==> config.mk <==
export PLATFORM = sky130hd
export DESIGN_NAME = cp0_exc_ctrl_flat
export DESIGN_NICKNAME = d
export VERILOG_FILES = /design/src/rtl/cp0_exc_ctrl_if.sv /design/src/rtl/cp0_exc_ctrl.sv /design/src/flat_wrapper.sv
export SDC_FILE = /design/constraint.sdc
export NUM_CORES = 1
export LEC_CHECK = 0
export BUFFER_PORTS_ARGS = -buffer_cell sky130_fd_sc_hd__buf_2
export CAP_MARGIN = 20
export CORE_AREA = 2 2 129 131
export DETAILED_ROUTE_END_ITERATION = 10
export DIE_AREA = 0 0 131 133
export PLACE_DENSITY = 0.85
export RECOVER_POWER = 50
export SLEW_MARGIN = 20
export SYNTH_ARGS = -nofsm -noshare
export SYNTH_HDL_FRONTEND = slang
export SYNTH_SLANG_ARGS = --single-unit
==> constraint.sdc <==
create_clock -name clk -period 5.5 [get_ports clk]
set_input_delay 0.825 -clock clk [delete_from_list [all_inputs] [get_ports clk]]
set_output_delay 0.825 -clock clk [all_outputs]
set_load 0.01 [all_outputs]
==> src/rtl/cp0_exc_ctrl_if.sv <==
// MEM-stage exception bus between the pipeline and the CP0 exception controller.
// The pipeline side is the master; the controller is the slave.
interface cp0_exc_ctrl_if #(
  parameter int NUM_HW_INT = 6
);
  logic                  valid_i;
  logic [7:0]            exc_vec_i;
  logic [31:0]           pc_i;
  logic [31:0]           badaddr_i;
  logic                  is_delay_slot_i;
  logic [NUM_HW_INT-1:0] hw_int_i;
  logic                  cp0_we_i;
  logic [4:0]            cp0_waddr_i;
  logic [31:0]           cp0_wdata_i;
  logic [4:0]            cp0_raddr_i;
  logic [31:0]           cp0_rdata_o;
  logic                  flush_o;
  logic                  redirect_o;
  logic [31:0]           redirect_pc_o;
  logic [4:0]            exc_code_o;
  logic                  timer_int_o;

  modport master (
    output valid_i, exc_vec_i, pc_i, badaddr_i, is_delay_slot_i, hw_int_i,
           cp0_we_i, cp0_waddr_i, cp0_wdata_i, cp0_raddr_i,
    input  cp0_rdata_o, flush_o, redirect_o, redirect_pc_o, exc_code_o, timer_int_o
  );

  modport slave (
    input  valid_i, exc_vec_i, pc_i, badaddr_i, is_delay_slot_i, hw_int_i,
           cp0_we_i, cp0_waddr_i, cp0_wdata_i, cp0_raddr_i,
    output cp0_rdata_o, flush_o, redirect_o, redirect_pc_o, exc_code_o, timer_int_o
  );
endinterface

==> src/rtl/cp0_exc_ctrl.sv <==
// Precise-exception controller at MEM: owns BadVAddr/Count/Compare/Status/Cause/EPC,
// prioritises exceptions and interrupts, and produces flush plus redirect PC.
module cp0_exc_ctrl #(
  parameter int          NUM_HW_INT = 6,
  parameter logic [31:0] EXC_VECTOR = 32'hBFC0_0380,
  parameter int          COUNT_DIV  = 2
) (
  input logic           clk,
  input logic           rst,
  cp0_exc_ctrl_if.slave bus
);

  localparam logic [4:0]  REG_BADVADDR = 5'd8;
  localparam logic [4:0]  REG_COUNT    = 5'd9;
  localparam logic [4:0]  REG_COMPARE  = 5'd11;
  localparam logic [4:0]  REG_STATUS   = 5'd12;
  localparam logic [4:0]  REG_CAUSE    = 5'd13;
  localparam logic [4:0]  REG_EPC      = 5'd14;
  localparam logic [31:0] STATUS_RST   = 32'h0040_0000;
  localparam int          PW           = (COUNT_DIV > 1) ? $clog2(COUNT_DIV) : 1;

  logic [31:0]   badvaddr_q, badvaddr_d;
  logic [31:0]   count_q, count_d;
  logic [31:0]   compare_q, compare_d;
  logic [31:0]   epc_q, epc_d;
  logic [7:0]    im_q, im_d;
  logic          exl_q, exl_d;
  logic          ie_q, ie_d;
  logic          bd_q, bd_d;
  logic          ti_q, ti_d;
  logic [4:0]    exc_code_q, exc_code_d;
  logic [1:0]    ip_sw_q, ip_sw_d;
  logic [5:0]    ip_hw_q;
  logic [PW-1:0] presc_q, presc_d;

  // External lines zero-padded to the six hardware IP slots.
  logic [5:0] hw_ext;
  generate
    for (genvar gi = 0; gi < 6; gi++) begin : g_hw
      if (gi < NUM_HW_INT) begin : g_used
        assign hw_ext[gi] = bus.hw_int_i[gi];
      end else begin : g_tied
        assign hw_ext[gi] = 1'b0;
      end
    end
  endgenerate

  logic wr_count, wr_compare, wr_status, wr_cause, wr_epc;
  assign wr_count   = bus.cp0_we_i && (bus.cp0_waddr_i == REG_COUNT);
  assign wr_compare = bus.cp0_we_i && (bus.cp0_waddr_i == REG_COMPARE);
  assign wr_status  = bus.cp0_we_i && (bus.cp0_waddr_i == REG_STATUS);
  assign wr_cause   = bus.cp0_we_i && (bus.cp0_waddr_i == REG_CAUSE);
  assign wr_epc     = bus.cp0_we_i && (bus.cp0_waddr_i == REG_EPC);

  // Effective values: the WB-stage MTC0 is bypassed into this cycle's decision.
  logic [7:0]  eff_im;
  logic        eff_exl, eff_ie;
  logic [1:0]  eff_ip_sw;
  logic [31:0] eff_epc;
  logic [7:0]  ip_full;
  logic        int_pend;

  assign eff_im    = wr_status ? bus.cp0_wdata_i[15:8] : im_q;
  assign eff_exl   = wr_status ? bus.cp0_wdata_i[1]    : exl_q;
  assign eff_ie    = wr_status ? bus.cp0_wdata_i[0]    : ie_q;
  assign eff_ip_sw = wr_cause  ? bus.cp0_wdata_i[9:8]  : ip_sw_q;
  assign eff_epc   = wr_epc    ? bus.cp0_wdata_i       : epc_q;
  assign ip_full   = {ip_hw_q[5] | ti_q, ip_hw_q[4:0], eff_ip_sw};
  assign int_pend  = bus.valid_i && (|(ip_full & eff_im)) && !eff_exl && eff_ie;

  logic       exc_take, eret_take, bad_from_pc, bad_from_addr;
  logic [4:0] sel_code;

  always_comb begin
    exc_take      = 1'b0;
    eret_take     = 1'b0;
    bad_from_pc   = 1'b0;
    bad_from_addr = 1'b0;
    sel_code      = 5'd0;
    if (!rst && bus.valid_i) begin
      if (int_pend) begin
        exc_take = 1'b1;
      end else if (bus.exc_vec_i[0]) begin
        exc_take    = 1'b1;
        sel_code    = 5'd4;
        bad_from_pc = 1'b1;
      end else if (bus.exc_vec_i[1]) begin
        exc_take = 1'b1;
        sel_code = 5'd10;
      end else if (bus.exc_vec_i[2]) begin
        exc_take = 1'b1;
        sel_code = 5'd8;
      end else if (bus.exc_vec_i[3]) begin
        exc_take = 1'b1;
        sel_code = 5'd9;
      end else if (bus.exc_vec_i[4]) begin
        exc_take = 1'b1;
        sel_code = 5'd12;
      end else if (bus.exc_vec_i[5]) begin
        exc_take      = 1'b1;
        sel_code      = 5'd5;
        bad_from_addr = 1'b1;
      end else if (bus.exc_vec_i[6]) begin
        exc_take      = 1'b1;
        sel_code      = 5'd4;
        bad_from_addr = 1'b1;
      end else if (bus.exc_vec_i[7]) begin
        eret_take = 1'b1;
      end
    end
  end

  assign bus.flush_o       = exc_take | eret_take;
  assign bus.redirect_o    = exc_take | eret_take;
  assign bus.redirect_pc_o = exc_take ? EXC_VECTOR : (eret_take ? eff_epc : 32'd0);
  assign bus.exc_code_o    = exc_take ? sel_code : 5'd0;
  assign bus.timer_int_o   = !rst && ti_q;

  logic tick;
  assign tick = (presc_q == PW'(COUNT_DIV - 1));

  always_comb begin
    presc_d    = tick ? '0 : presc_q + 1'b1;
    count_d    = wr_count ? bus.cp0_wdata_i : (tick ? count_q + 32'd1 : count_q);
    compare_d  = wr_compare ? bus.cp0_wdata_i : compare_q;
    ti_d       = ti_q;
    // A Count write overrides the tick, so it also suppresses the match on that tick.
    if (wr_compare)
      ti_d = 1'b0;
    else if (tick && !wr_count && (count_q + 32'd1 == compare_q))
      ti_d = 1'b1;

    im_d       = eff_im;
    ie_d       = eff_ie;
    exl_d      = eff_exl;
    ip_sw_d    = eff_ip_sw;
    epc_d      = eff_epc;
    bd_d       = bd_q;
    exc_code_d = exc_code_q;
    badvaddr_d = badvaddr_q;
    if (exc_take) begin
      exl_d      = 1'b1;
      exc_code_d = sel_code;
      // Nested exceptions keep the EPC/BD of the outermost one.
      if (!eff_exl) begin
        epc_d = bus.is_delay_slot_i ? bus.pc_i - 32'd4 : bus.pc_i;
        bd_d  = bus.is_delay_slot_i;
      end
      if (bad_from_pc)
        badvaddr_d = bus.pc_i;
      else if (bad_from_addr)
        badvaddr_d = bus.badaddr_i;
    end else if (eret_take) begin
      exl_d = 1'b0;
    end
  end

  always_ff @(posedge clk) begin
    if (rst) begin
      badvaddr_q <= '0;
      count_q    <= '0;
      compare_q  <= '0;
      epc_q      <= '0;
      im_q       <= '0;
      exl_q      <= 1'b0;
      ie_q       <= 1'b0;
      bd_q       <= 1'b0;
      ti_q       <= 1'b0;
      exc_code_q <= '0;
      ip_sw_q    <= '0;
      ip_hw_q    <= '0;
      presc_q    <= '0;
    end else begin
      badvaddr_q <= badvaddr_d;
      count_q    <= count_d;
      compare_q  <= compare_d;
      epc_q      <= epc_d;
      im_q       <= im_d;
      exl_q      <= exl_d;
      ie_q       <= ie_d;
      bd_q       <= bd_d;
      ti_q       <= ti_d;
      exc_code_q <= exc_code_d;
      ip_sw_q    <= ip_sw_d;
      ip_hw_q    <= hw_ext;
      presc_q    <= presc_d;
    end
  end

  always_comb begin
    bus.cp0_rdata_o = 32'd0;
    if (rst) begin
      if (bus.cp0_raddr_i == REG_STATUS)
        bus.cp0_rdata_o = STATUS_RST;
    end else begin
      case (bus.cp0_raddr_i)
        REG_BADVADDR: bus.cp0_rdata_o = badvaddr_q;
        REG_COUNT:    bus.cp0_rdata_o = count_q;
        REG_COMPARE:  bus.cp0_rdata_o = compare_q;
        REG_STATUS:   bus.cp0_rdata_o = {9'd0, 1'b1, 6'd0, im_q, 6'd0, exl_q, ie_q};
        REG_CAUSE:    bus.cp0_rdata_o = {bd_q, ti_q, 14'd0, ip_hw_q[5] | ti_q, ip_hw_q[4:0],
                                         ip_sw_q, 1'b0, exc_code_q, 2'b00};
        REG_EPC:      bus.cp0_rdata_o = epc_q;
        default:      bus.cp0_rdata_o = 32'd0;
      endcase
    end
  end

endmodule

==> src/flat_wrapper.sv <==
// flat-port wrapper written by rule: the top's interface ports become plain ports
module cp0_exc_ctrl_flat 
#(
  parameter int          NUM_HW_INT = 6,
  parameter logic [31:0] EXC_VECTOR = 32'hBFC0_0380,
  parameter int          COUNT_DIV  = 2
)
  (clk, rst, bus_valid_i, bus_exc_vec_i, bus_pc_i, bus_badaddr_i, bus_is_delay_slot_i, bus_hw_int_i, bus_cp0_we_i, bus_cp0_waddr_i, bus_cp0_wdata_i, bus_cp0_raddr_i, bus_cp0_rdata_o, bus_flush_o, bus_redirect_o, bus_redirect_pc_o, bus_exc_code_o, bus_timer_int_o);
  cp0_exc_ctrl_if #(.NUM_HW_INT(NUM_HW_INT)) bus_i ();
  input logic clk;
  input logic rst;
  input wire logic [$bits(bus_i.valid_i)-1:0] bus_valid_i;
  input wire logic [$bits(bus_i.exc_vec_i)-1:0] bus_exc_vec_i;
  input wire logic [$bits(bus_i.pc_i)-1:0] bus_pc_i;
  input wire logic [$bits(bus_i.badaddr_i)-1:0] bus_badaddr_i;
  input wire logic [$bits(bus_i.is_delay_slot_i)-1:0] bus_is_delay_slot_i;
  input wire logic [$bits(bus_i.hw_int_i)-1:0] bus_hw_int_i;
  input wire logic [$bits(bus_i.cp0_we_i)-1:0] bus_cp0_we_i;
  input wire logic [$bits(bus_i.cp0_waddr_i)-1:0] bus_cp0_waddr_i;
  input wire logic [$bits(bus_i.cp0_wdata_i)-1:0] bus_cp0_wdata_i;
  input wire logic [$bits(bus_i.cp0_raddr_i)-1:0] bus_cp0_raddr_i;
  output wire logic [$bits(bus_i.cp0_rdata_o)-1:0] bus_cp0_rdata_o;
  output wire logic [$bits(bus_i.flush_o)-1:0] bus_flush_o;
  output wire logic [$bits(bus_i.redirect_o)-1:0] bus_redirect_o;
  output wire logic [$bits(bus_i.redirect_pc_o)-1:0] bus_redirect_pc_o;
  output wire logic [$bits(bus_i.exc_code_o)-1:0] bus_exc_code_o;
  output wire logic [$bits(bus_i.timer_int_o)-1:0] bus_timer_int_o;
  assign bus_i.valid_i = bus_valid_i;
  assign bus_i.exc_vec_i = bus_exc_vec_i;
  assign bus_i.pc_i = bus_pc_i;
  assign bus_i.badaddr_i = bus_badaddr_i;
  assign bus_i.is_delay_slot_i = bus_is_delay_slot_i;
  assign bus_i.hw_int_i = bus_hw_int_i;
  assign bus_i.cp0_we_i = bus_cp0_we_i;
  assign bus_i.cp0_waddr_i = bus_cp0_waddr_i;
  assign bus_i.cp0_wdata_i = bus_cp0_wdata_i;
  assign bus_i.cp0_raddr_i = bus_cp0_raddr_i;
  assign bus_cp0_rdata_o = bus_i.cp0_rdata_o;
  assign bus_flush_o = bus_i.flush_o;
  assign bus_redirect_o = bus_i.redirect_o;
  assign bus_redirect_pc_o = bus_i.redirect_pc_o;
  assign bus_exc_code_o = bus_i.exc_code_o;
  assign bus_timer_int_o = bus_i.timer_int_o;
  cp0_exc_ctrl #(.NUM_HW_INT(NUM_HW_INT), .EXC_VECTOR(EXC_VECTOR), .COUNT_DIV(COUNT_DIV)) u_core (.clk(clk), .rst(rst), .bus(bus_i));
endmodule
Yosys cells after proc, flatten, opt, wreduce, memory -nomap -nowiden:

Index checks and enable logic that the tools add are counted.

* register bits after elaboration: 154

* reductions and logical operators: 22
* $add $sub $neg: 3
* mux-type cells: 58
* equal/unequal tests: 12
* bitwise gates (word level): 4

Operators with widths (number)
* $mux W32: 11
* $pmux W32 S6: 1
* $eq A5 B4 Y1 const B: 11
* $mux W5: 9
* $mux W1: 33
* $add A32 B1 Y32 const B: 1
* $eq A32 B32 Y1: 1
* $sub A32 B3 Y32 const B: 1
* $mux W23: 1
* $logic_and A1 B1 Y1: 12
* $and A8 B8 Y8: 1
* $mux W8: 1
* $reduce_or A8 Y1: 1
* $reduce_and A2 Y1: 2
* $reduce_bool A2 Y1: 2
* $reduce_or A2 Y1: 2
* $logic_not A1 Y1: 3
* $mux W3: 1
* $mux W2: 1
* $or A1 B1 Y1: 2
* $add A1 B1 Y1 const B: 1
* $not A1 Y1: 1

Longest topological paths before layout:

* depth in word-level cells: 12
* gate-level depth with buffers: 10

Least setup slack after synthesis:

No wires, ideal clock.

* path kind: input to output
* start: input port bus_cp0_waddr_i[4]
* end: output port bus_redirect_o
* data required time: 4675 ps
* arrival: 2796 ps
* cell stages on the path: 10
* slack: 1879 ps
* cells stage by stage: and4b_1 > nand2_1 > buf_6 > a31oi_1 > a41oi_2 > and3_1 > o21ai_0 > buf_1 > nand2_1 > buf_4

* word-level cells in the longest chain between the ends: 11
* elaborated cells between the ends (all ways): 19
* classes of those cells: 2 x eq/ne; 8 x mux; 2 x bitwise; 7 x reduce/logical

RTL lines
* start, declared: RTL line flat_wrapper.sv:19 `input wire logic [$bits(bus_i.cp0_waddr_i)-1:0] bus_cp0_waddr_i;`
* $eq A5 B4 Y1 (on tied branches): RTL line cp0_exc_ctrl.sv:52, cp0_exc_ctrl.sv:51
* $logic_and A1 B1 Y1 (on tied branches): RTL line cp0_exc_ctrl.sv:52, cp0_exc_ctrl.sv:51
* $mux W2 / $mux W8 (equally long branches): RTL line cp0_exc_ctrl.sv:66, cp0_exc_ctrl.sv:63
* $and A8 B8 Y8: RTL line cp0_exc_ctrl.sv:69 `assign int_pend = bus.valid_i && (|(ip_full & eff_im)) && !eff_exl && eff_ie;`
* $reduce_or A8 Y1: RTL line cp0_exc_ctrl.sv:69
* $logic_and A1 B1 Y1 (2 in series): RTL line cp0_exc_ctrl.sv:69
* $logic_and A1 B1 Y1 *: RTL line cp0_exc_ctrl.sv:69
* $mux W1: RTL line cp0_exc_ctrl.sv:81 `if (int_pend) begin`
* $mux W1: RTL line cp0_exc_ctrl.sv:80 `if (!rst && bus.valid_i) begin`
* $or A1 B1 Y1 *
* end, declared: RTL line flat_wrapper.sv:24 `output wire logic [$bits(bus_i.redirect_o)-1:0] bus_redirect_o;`

Mark *: on every way between the ends. The rest lies on a longest branch, timed or not.

Worst setup path after layout:

* start: input port rst
* end: output port bus_cp0_rdata_o[12]

* word-level cells in the longest chain between the ends: 1

RTL lines
* start, declared: RTL line flat_wrapper.sv:11 `input logic rst;`
* $mux W32: RTL line cp0_exc_ctrl.sv:192 `if (rst) begin`
* end, declared: RTL line flat_wrapper.sv:22 `output wire logic [$bits(bus_i.cp0_rdata_o)-1:0] bus_cp0_rdata_o;`

No other way between the ends.

==> results.yml <==
worst_setup_path:
  start_kind: "input port"
  required_ps: 4680
  critPathMaxFanout: 81
  path_class: "input port to output pin"
  ff2ff_path_depth: 7
  worstSetupEndpointType: "output pin"
  cp_data_arrival_time_ps: 3750
  slowest_stage: "clkbuf_1"
  crit_chain: "buf_4 > clkbuf_1 > a31oi_1 > buf_2"
  worst_path_largest_cell_delay_ps: 1720
clock_network:
  cts-resized-gates: 0
  cts.sinks: 153
  cts-hold-fix-buffers: 0
  ctsRootBufferMaster: "clkbuf_16"
  cts_setup_buffers: 0
  clock_latency_ps: 430
  cts_tree: "yes"
  clkTransAtPathRegs_ps: 60
  cts_max_level: 4
  clockBufferDepth: 2
  cts-buffers-inserted: 17
yosys:
  synth_seq_area_share_pct: 32.4
  synth-seq-cells: 153
  synthArstFlopShare_pct: 0
  yosysUniqueCellTypes: 76
  synth_edf_count: 0
  yosys_warnings: 0
  synthCells: 1190
  synth.avg_cell_area_um2: 7.94
  synth_area_um2: 9450
  yosys_most_used_dff: "dfxtp_1"
  syn-num-nets: 1317
final_layout:
  areaGrowthSynthToFinish_pct: 15.9
  mostFrequentLayoutCells: "192 x buf_2, 153 x dfxtp_1, 139 x nand2_1"
  drive_gt1_share_pct: 19.8
  nets: 1445
  final_common_cell: "buf_2"
  n_fill_cell: 1327
  antennaDiodeCount: 0
timing:
  hold_viol: 0
  max_slew_margin_pct: -74.8
  setup_viol: 0
  timing.fmax_mhz: 219
  finalWorstSetupSlack_ps: 930
  skew_ps: 8.87
  layout_worst_path_cycle_share_pct: 83.1
  rsz0062_at_grt: "false"
  layout_min_cycle_time_ps: 4570
  slew_violations: 83
  worstMarginPinSlew_ps: 2610
  setup_tns_ps: 0
place:
  place_congestion: 0.989
  numPortBuffers: 195
  dpl.hpwl_um: 25300
  preCtsSetupSlack_ps: 1360
outcome:
  status: "finished, violations left"
  violations: "max-capacitance violations, max-slew violations"
die:
  design.die.area_um2: 17400
  rows: 47
  io_pins: 197
  fp.dieH_um: 133
  fp.dieW_um: 131
  core_area_um2: 16200
  initial_core_util_pct: 58.5
pwr:
  power_density_nw_per_um2: 247
  power_mw: 2.71
  ir_worst_vdd_v: 0.000232
  leakagePower_nw: 4.02
drt:
  ant_nets: 0
  drt-pass1-iter-count: 7
  drt_wl_total_um: 34100
  routed-via-count: 10400
  dr.first_iter.drc_count: 1650
  drc: 0
  wire_per_inst_um: 22.0
  viasPerCell: 6.69
global_routing:
  grt_max_degree: 82
  gr-total-overflow: 0
  grt_util_all_layers_pct: 38.9
  grt_pass1_wl_um: 52200
  grt_pass1_vias: 9329
  antenna_found_initial: 0
worst_hold_path:
  hold_path_class: "register to register"
  worstHoldPathCells: 2
job:
  drv_cap: 3
## sequential cells by signal (all words and copies together), names as in the netlist
name               flops
u_core.ti_q            1
u_core.ip_hw_q         6
u_core.epc_q          32
u_core.badvaddr_q     32
u_core.bd_q            1
u_core.presc_q         1
u_core.count_q        32
u_core.ip_sw_q         2
u_core.exl_q           1
u_core.compare_q      32
u_core.ie_q            1
u_core.exc_code_q      4
u_core.im_q            8
## per-stage QoR
stage / utilization, % / hold WS, ps / std cells / instance area [µm²]
after global routing: 67.8 / 505 / 1551 / 11000
after detailed placement: 64.5 / 476 / 1519 / 10400
after floorplan: - / 427 / 1190 / 9450
after CTS: 68.2 / 485 / 1551 / 11000
after global placement: 64.5 / 467 / 1519 / 10400
final: 67.8 / 482 / 1551 / 11000
## final cells by class
cell class / count / area [µm²] / area share, %
sequential: 153 / 3060 / 28.0
timing repair buffer: 211 / 1080 / 9.90
tap: 220 / 275 / 2.51
clock buffer: 18 / 429 / 3.92
multi-input combinational: 885 / 5760 / 52.5
clock inverter: 14 / 160 / 1.46
inverter: 50 / 188 / 1.71
## metal layers
layer	vias to the layer above	share of wire, %	track usage, %
li1	4643	-	-
met1	4848	39	54.8
met2	777	43	55.9
met3	101	14	12.1
met4	0	3.5	13.5
met5	-	0	0
## kinds of logic (layout without fill, tap and decap cells)
logic type                 after synthesis  count (layout)  synth area share, %
buffers and inverters                  152             293                 6.67
muxes                                   48              48                 5.10
DFF                                    153             153                 32.4
and+or+nand+nor                        401             401                 21.0
adders and majority gates                3               3                0.371
other                                    1               1               0.0397
xor gates and xnor gates                95              95                 8.80
AOI/OAI and AO/OA                      337             337                 25.6
## cell usage after synthesis (all sizes together), types with 7 or more instances
| library cell | count | share of area (%) |
|---|---|---|
| nor2 | 106 | 4.2 |
| nor4 | 14 | 1.2 |
| or4 | 7 | 0.56 |
| o21ai | 32 | 1.7 |
| a22o | 11 | 1.0 |
| nor2b | 10 | 0.66 |
| a211oi | 34 | 2.7 |
| clkbuf | 74 | 3.0 |
| mux2i | 47 | 5.0 |
| o22ai | 39 | 2.6 |
| and3 | 11 | 0.73 |
| nand2 | 140 | 5.6 |
| a221oi | 65 | 6.1 |
| nor3 | 26 | 1.4 |
| nand3 | 18 | 1.1 |
| xor2 | 42 | 3.9 |
| buf | 28 | 1.7 |
| nand4 | 23 | 1.7 |
| xnor2 | 53 | 4.9 |
| a21oi | 55 | 2.9 |
| dfxtp | 153 | 32 |
| a31oi | 17 | 1.1 |
| a22oi | 38 | 3.0 |
| inv | 50 | 2.0 |
| a222oi | 13 | 1.4 |
| and2 | 10 | 0.66 |
## path summary, 6_finish.rpt
check / startpoint / slack, ps / end
max reg2reg: u_core.ti_q / 1890 / u_core.badvaddr_q[31]
min: u_core.badvaddr_q[0] / 480 / u_core.badvaddr_q[0]
min reg2reg: u_core.badvaddr_q[0] / 480 / u_core.badvaddr_q[0]
max: rst / 930 / bus_cp0_rdata_o[12]
## critical path, delay by kind of cell
kind / cells / cell delay [ps]
buf+inv: 3 / 2640
compound gates: 1 / 200
## power breakdown
group	switching, mW	leakage (nW)	total [mW]	internal, mW
registers	0.0514	1.25	1.20	1.15
logic	0.192	2.49	0.311	0.119
clock network	0.512	0.281	1.19	0.679
total	0.755	4.02	2.71	1.95
Power figures use the tool's default switching activity.
